**src/rtl/chunk_packer_hs.sv**
```systemverilog
// chunk_packer_hs: packs GRAN-aligned chunks LSB-first into wide words
// with valid/ready output, input backpressure, flush and length checking.
module chunk_packer_hs #(
   parameter int WIDTH_IN  = 64,
   parameter int WIDTH_OUT = 272,
   parameter int GRAN      = 16,
   parameter int LEN_W     = 9,
   parameter int FILL_W    = 10
) (
   input  logic                 clk,
   input  logic                 rst,
   input  logic                 ce,
   input  logic [WIDTH_IN-1:0]  din,
   input  logic [LEN_W-1:0]     len,
   input  logic                 inv,
   output logic                 din_ready,
   input  logic                 flush,
   output logic [WIDTH_OUT-1:0] dout,
   output logic                 dout_valid,
   input  logic                 dout_ready,
   output logic [FILL_W-1:0]    fill,
   output logic                 err
);

   localparam int AW = WIDTH_OUT + WIDTH_IN;
   localparam logic [FILL_W-1:0] WO_F = FILL_W'(WIDTH_OUT);
   localparam logic [LEN_W-1:0]  WI_L = LEN_W'(WIDTH_IN);
   localparam logic [LEN_W-1:0]  GR_L = LEN_W'(GRAN);

   logic [AW-1:0]       acc;
   logic [AW-1:0]       acc_n;
   logic [AW-1:0]       base_acc;
   logic [FILL_W-1:0]   fill_n;
   logic [FILL_W-1:0]   base_fill;
   logic [WIDTH_IN-1:0] mask;
   logic [WIDTH_IN-1:0] chunk;
   logic                flush_pend;
   logic                xfer;
   logic                accept;
   logic                legal;

   assign xfer = ((fill >= WO_F) | (flush_pend & (fill != '0)))
               & (~dout_valid | dout_ready);

   assign din_ready = ~flush_pend & ((fill < WO_F) | xfer);
   assign accept    = ce & din_ready;
   assign legal     = (len != '0) & (len <= WI_L)
                    & ((len % GR_L) == '0);

   // next accumulator: shift out a word first, then append the chunk
   always_comb begin
      mask = '1;
      mask = mask >> (WI_L - len);
      if (inv) chunk = din >> (WI_L - len);
      else     chunk = din & mask;
      if (xfer) begin
         base_acc  = acc >> WIDTH_OUT;
         base_fill = (fill > WO_F) ? fill - WO_F : '0;
      end else begin
         base_acc  = acc;
         base_fill = fill;
      end
      acc_n  = base_acc;
      fill_n = base_fill;
      if (accept & legal) begin
         acc_n  = base_acc
                | ({{WIDTH_OUT{1'b0}}, chunk} << base_fill);
         fill_n = base_fill + FILL_W'(len);
      end
   end

   // state, output word register and sticky error
   always_ff @(posedge clk) begin
      if (rst) begin
         acc        <= '0;
         fill       <= '0;
         dout       <= '0;
         dout_valid <= 1'b0;
         flush_pend <= 1'b0;
         err        <= 1'b0;
      end else begin
         acc  <= acc_n;
         fill <= fill_n;
         if (accept & (len != '0) & ~legal)
            err <= 1'b1;
         if (xfer) begin
            dout       <= acc[WIDTH_OUT-1:0];
            dout_valid <= 1'b1;
         end else if (dout_valid & dout_ready) begin
            dout_valid <= 1'b0;
         end
         if (flush)
            flush_pend <= 1'b1;
         else if (fill_n == '0)
            flush_pend <= 1'b0;
      end
   end

endmodule
```
**config.mk**
```make
export PLATFORM = sky130hd
export DESIGN_NAME = chunk_packer_hs
export DESIGN_NICKNAME = d
export VERILOG_FILES = /design/src/rtl/chunk_packer_hs.sv
export SDC_FILE = /design/constraint.sdc
export NUM_CORES = 2
export LEC_CHECK = 0
export CAP_MARGIN = 10
export CORE_ASPECT_RATIO = 1.25
export CORE_UTILIZATION = 54
export DETAILED_ROUTE_END_ITERATION = 12
export DONT_BUFFER_PORTS = 1
export PLACE_DENSITY = 0.7
export SLEW_MARGIN = 20
export SYNTH_ARGS = -nofsm -noshare
export SYNTH_HDL_FRONTEND = slang
export SYNTH_SLANG_ARGS = --single-unit
```
**constraint.sdc**
```tcl
create_clock -name clk -period 7.1 [get_ports clk]
set_input_delay 1.065 -clock clk [delete_from_list [all_inputs] [get_ports clk]]
set_output_delay 1.065 -clock clk [all_outputs]
set_load 0.03 [all_outputs]
```
==> results of run 1 <==
-- synthesized netlist by cell type, types with 39 or more instances --
cell      number  area share, %
a211oi_1      56            1.1
a21oi_1      498            6.4
a22oi_1      145            2.8
a31oi_1       79            1.3
a32oi_1       45            1.0
buf_1         39           0.37
buf_2         69           0.88
clkbuf_1     296            2.8
dfxtp_1      621             32
mux2_2        83            2.4
mux2i_1      164            4.2
nand2_1     1020            9.8
nand3_1       89            1.1
nor2_1       358            3.4
nor3_1       122            1.6
o211ai_1      55            1.1
o21ai_0      243            3.1
o221ai_1      52            1.2
o22ai_1      119            1.9
-- metal layers --
layer,overflow,global-route usage [%]
met1,4,76.10
met2,490,95.95
met3,10,54.29
met4,315,73.55
met5,1,14.77
-- stage by stage --
step	utilization, %	cells	setup slack (ns)
after detailed placement	57.35	5957	0.3784
after global placement	57.33	5956	0.4301
after CTS	59.98	6057	0.9673
after floorplan	-	5118	1.655
-- cell families after synthesis --
kind of cell / Yosys count / synth area share (%)
buffers and inverters: 470 / 5.270
XOR/XNOR: 16 / 0.3965
AO/OA/AOI/OAI: 1829 / 32.21
adder cells (fa/ha/maj): 13 / 0.4349
flip-flops: 621 / 31.77
AND/OR/NAND/NOR: 1884 / 21.18
multiplexers: 285 / 8.730
==> impl_metrics.py, run 1 <==
metrics = {
    "logic_synthesis": {
        "syn-instance-count": 5118,
        "seq_area_frac_synth_pct": 31.77,
        "synth_edf_count": 0,
        "yosys_warnings": 0,
        "syn_nets": 5210,
        "async_reset_ff_share_pct": 0,
        "ys_types": 124,
        "synth_seq_cells": 621,
        "syn_area_per_cell_um2": 7.645,
        "ys.flop_type": "dfxtp_1",
        "synth.cell_area_um2": 39130,
    },
    "clock_network": {
        "cts_sinks": 621,
        "cts_buffers": 56,
        "cts.path.max_buffers": 3,
        "htreeDepth": 2,
        "cts.repair.resized": 0,
        "cts_setup_buffers": 0,
        "clock-root-buffer": "clkbuf_16",
        "postCtsHoldBufs": 0,
    },
    "floorplanning": {
        "die_h_um": 303.0,
        "start_util_pct": 54.46,
        "num_rows": 110,
        "ios": 364,
        "die_x_um": 242.8,
    },
    "place": {
        "port_buffers": 0,
        "hpwl_mm": 178.0,
        "place_area_um2": 41200,
        "place.gp.congestion": 1.246,
    },
    "global_route": {
        "grt_pass1_wl_mm": 416.9,
        "grt-ovfl-total": 820,
        "grt_pass1_vias": 50060,
        "grt_usage_pct": 74.81,
        "grt_max_degree": 464,
    },
    "status": {
        "stop_stage": "global routing",
        "toolErrorMsg": "[ERROR GRT-0116] Global routing finished with congestion. Check the congestion regions in the DRC Viewer.",
        "status": "stopped before the end",
    },
}
==> inputs of run 2 (changes only) <==
--- a/config.mk
+++ b/config.mk
@@ -6,11 +6,10 @@
 export NUM_CORES = 2
 export LEC_CHECK = 0
 export CAP_MARGIN = 10
-export CORE_ASPECT_RATIO = 1.25
-export CORE_UTILIZATION = 54
+export CORE_UTILIZATION = 39
 export DETAILED_ROUTE_END_ITERATION = 12
 export DONT_BUFFER_PORTS = 1
-export PLACE_DENSITY = 0.7
+export PLACE_DENSITY_LB_ADDON = 0.15
 export SLEW_MARGIN = 20
 export SYNTH_ARGS = -nofsm -noshare
 export SYNTH_HDL_FRONTEND = slang
==> impl_metrics.py, run 2 <==
metrics = {
    "timing": {
        "relSlewSlack_pct": 2.801,
        "drv_slew": 0,
        "rsz0062_at_grt": "no",
        "clock-skew-final_ns": 0.06031,
        "finalSetupViolCount": 0,
        "min_period_ns": 6.673,
        "tightest_slew_ns": 1.458,
        "fmax_ghz": 0.1499,
        "finalCritPeriodShare_pct": 93.99,
        "hold_viol": 0,
    },
    "pwr": {
        "ir_drop_v": 0.0001655,
        "p_sw_w": 0.002625,
        "p_clk_share_pct": 43.9,
        "seq_power_share_pct": 40.3,
        "powerDensity_nw_per_um2": 193.0,
        "p_int_w": 0.006027,
        "p_sw_share_pct": 30.34,
        "p_leak_nw": 15.18,
        "comb_power_share_pct": 15.8,
    },
    "logic_synthesis": {
        "synth_top_area_cell": "dfxtp_1",
        "syn_nets": 5210,
        "ys_types": 124,
        "synth.cell_area_um2": 39130,
        "synthTopCellsByCount": "1,020 x nand2_1, 621 x dfxtp_1, 498 x a21oi_1, 358 x nor2_1, 296 x clkbuf_1",
        "syn-instance-count": 5118,
        "synth_seq_cells": 621,
        "ys.flop_type": "dfxtp_1",
        "synth_top_area_share_pct": 31.77,
        "yosys_warnings": 0,
        "syn_area_per_cell_um2": 7.645,
        "synth_most_common_cell": "nand2_1",
        "seq_area_frac_synth_pct": 31.77,
        "synth.area.top_cells": "dfxtp_1 32%, nand2_1 9.8%, a21oi_1 6.4%",
        "synth_edf_count": 0,
        "async_reset_ff_share_pct": 0,
    },
    "clock_network": {
        "cts_setup_buffers": 0,
        "cts_buffers": 69,
        "cts.path.max_buffers": 3,
        "clock-root-buffer": "clkbuf_16",
        "htreeDepth": 3,
        "cts.repair.resized": 0,
        "postCtsHoldBufs": 0,
        "path_clk_slew_ns": 0.07,
        "cts_sinks": 621,
        "clk_latency_ns": 0.73,
        "cts_tree": "built",
    },
    "floorplanning": {
        "ios": 364,
        "start_util_pct": 39.58,
        "core_um2": 98850,
        "die_x_um": 318.7,
        "dieArea_um2": 101600,
        "num_rows": 115,
        "die_h_um": 318.7,
    },
    "worst_setup_path": {
        "worstRegToRegCells": 16,
        "arrival_ns": 7.03,
        "timing.rr.end": "acc[181]$_SDFF_PP0_",
        "rrSetupSlack_ns": 0.70,
        "cp-endpoint": "acc[275]$_SDFF_PP0_",
        "endpoint_kind": "flip-flop",
        "critPathLaunchType": "input pin",
        "critical_path_class": "input pin to flip-flop",
        "r2r-start": "fill[4]$_SDFF_PP0_",
        "cp_max_fo": 109,
        "crit_start": "len[0]",
        "required_ns": 7.46,
    },
    "cells_and_area": {
        "regMostFlops": "acc",
        "largest_reg_flops": 336,
        "nFillCells": 10170,
        "final_common_cell": "nand2_1",
        "largestRegisters": "acc x336, dout x272, fill x10",
        "drive_gt1_share_pct": 15.33,
        "syn_to_final_growth_pct": 14.60,
        "fin_nets": 5257,
        "layout_common_cells": "1,019 x nand2_1, 621 x dfxtp_1, 498 x a21oi_1, 394 x buf_4, 349 x nor2_1",
        "fin_util_pct": 45.36,
        "fin_area_um2": 44840,
    },
    "place": {
        "place.gp.congestion": 1.122,
        "port_buffers": 0,
        "hpwl_mm": 212.5,
        "place_area_um2": 42380,
    },
    "global_route": {
        "grt-ovfl-total": 0,
        "grt_pass1_wl_mm": 369.2,
        "grt_usage_pct": 51.84,
        "grtUsageMet2_pct": 68.55,
        "grt_antenna_before_repair": 39,
        "top_usage_layer": "met2",
        "use_met3_pct": 26.21,
        "grt_util_met1_pct": 65.66,
        "grt_pass1_vias": 42680,
        "grt_max_degree": 464,
    },
    "status": {
        "status": "finished clean",
    },
    "route": {
        "post_drt_wl_per_cell_um": 41.91,
        "drtIter0Drc": 8944,
        "via_count": 47970,
        "viasPerCell": 7.333,
        "drcViolationCount": 0,
        "routed_wl_mm": 274.2,
        "ant_nets": 0,
        "first_pass_iters": 10,
    },
    "min_path": {
        "hold_path_class": "flip-flop to flip-flop",
    },
    "job": {
        "drv_cap": 0,
    },
}
-- run 2: critical path: stages --
cell and delay (ns):
inv_1 0.07, ha_4 0.74, buf_4 0.47, buf_4 0.29
mux2i_1 0.32, mux4_2 0.29, nor2_1 0.04, o21a_1 0.21
o32ai_1 0.64, nor4_1 0.09, a21oi_1 0.35, o22a_1 0.36
or2_1 0.17, o211ai_2 0.11, buf_4 0.28, a22oi_1 0.81
o21ai_1 0.61
-- run 2: cell families after synthesis --
logic type / share of synthesized area [%]
xor gates and xnor gates: 0.3965
and+or+nand+nor: 21.18
muxes: 8.730
buffers and inverters: 5.270
adders and majority gates: 0.4349
AOI/OAI and AO/OA: 32.21
DFF: 31.77
-- run 2: per-layer routing --
metal	share of wire [%]	routed length (um)	up-vias
met4	7.4	20370	46
li1	-	-	19320
met3	16	43930	950
met2	38	103500	4169
met1	38	105300	23490
met5	0.40	1102	-
-- run 2: worst min-delay path by stage --
stage | from | to | slack, ns | cells past startpoint
2_1_floorplan | acc[234]$_SDFF_PP0_ | acc[234]$_SDFF_PP0_ | 0.42 | 2
3_3_place_gp | acc[301]$_SDFF_PP0_ | acc[301]$_SDFF_PP0_ | 0.43 | 1
3_5_place_dp | acc[328]$_SDFF_PP0_ | acc[328]$_SDFF_PP0_ | 0.44 | 2
4_1_cts | acc[49]$_SDFF_PP0_ | dout[49]$_SDFFE_PP0P_ | 0.44 | 2
5_1_grt | acc[27]$_SDFF_PP0_ | dout[27]$_SDFFE_PP0P_ | 0.47 | 2
6_report | acc[28]$_SDFF_PP0_ | dout[28]$_SDFFE_PP0P_ | 0.45 | 2
-- run 2: stage by stage --
stage               power, W  setup TNS [ns]  hold WS [ns]  instances  setup slack, ns
floorplan           0.004352               0        0.4154       5118            1.655
global placement    0.004847         -0.7910        0.4347       6380          -0.2017
detailed placement  0.004839               0        0.4418       6381           0.2016
CTS                 0.008555               0        0.4449       6507           0.8598
global route        0.008780               0        0.4670       6521           0.3218
finish              0.008653               0        0.4489       6542           0.4269
-- run 2: cell type report --
type / count / area, um^2 / share of cell area [%]
Multi-Input combinational cell: 4027 / 24860 / 55.43
Sequential cell: 621 / 12430 / 27.73
Timing Repair Buffer: 415 / 3369 / 7.515
Clock buffer: 97 / 2003 / 4.467
Tap cell: 1287 / 1610 / 3.591
Clock inverter: 29 / 364.1 / 0.8120
Inverter: 31 / 117.6 / 0.2623
Antenna cell: 35 / 87.58 / 0.1953
-- run 2: power by group through the flow --
stage	clock network, W	logic, W	registers (W)
floorplan	0	0.000787	0.00357
global placement	0	0.00128	0.00357
detailed placement	0	0.00127	0.00357
CTS	0.00379	0.00128	0.00349
global route	0.00393	0.00137	0.00349
finish	0.00380	0.00137	0.00349
(Power assumes the default switching activity.)
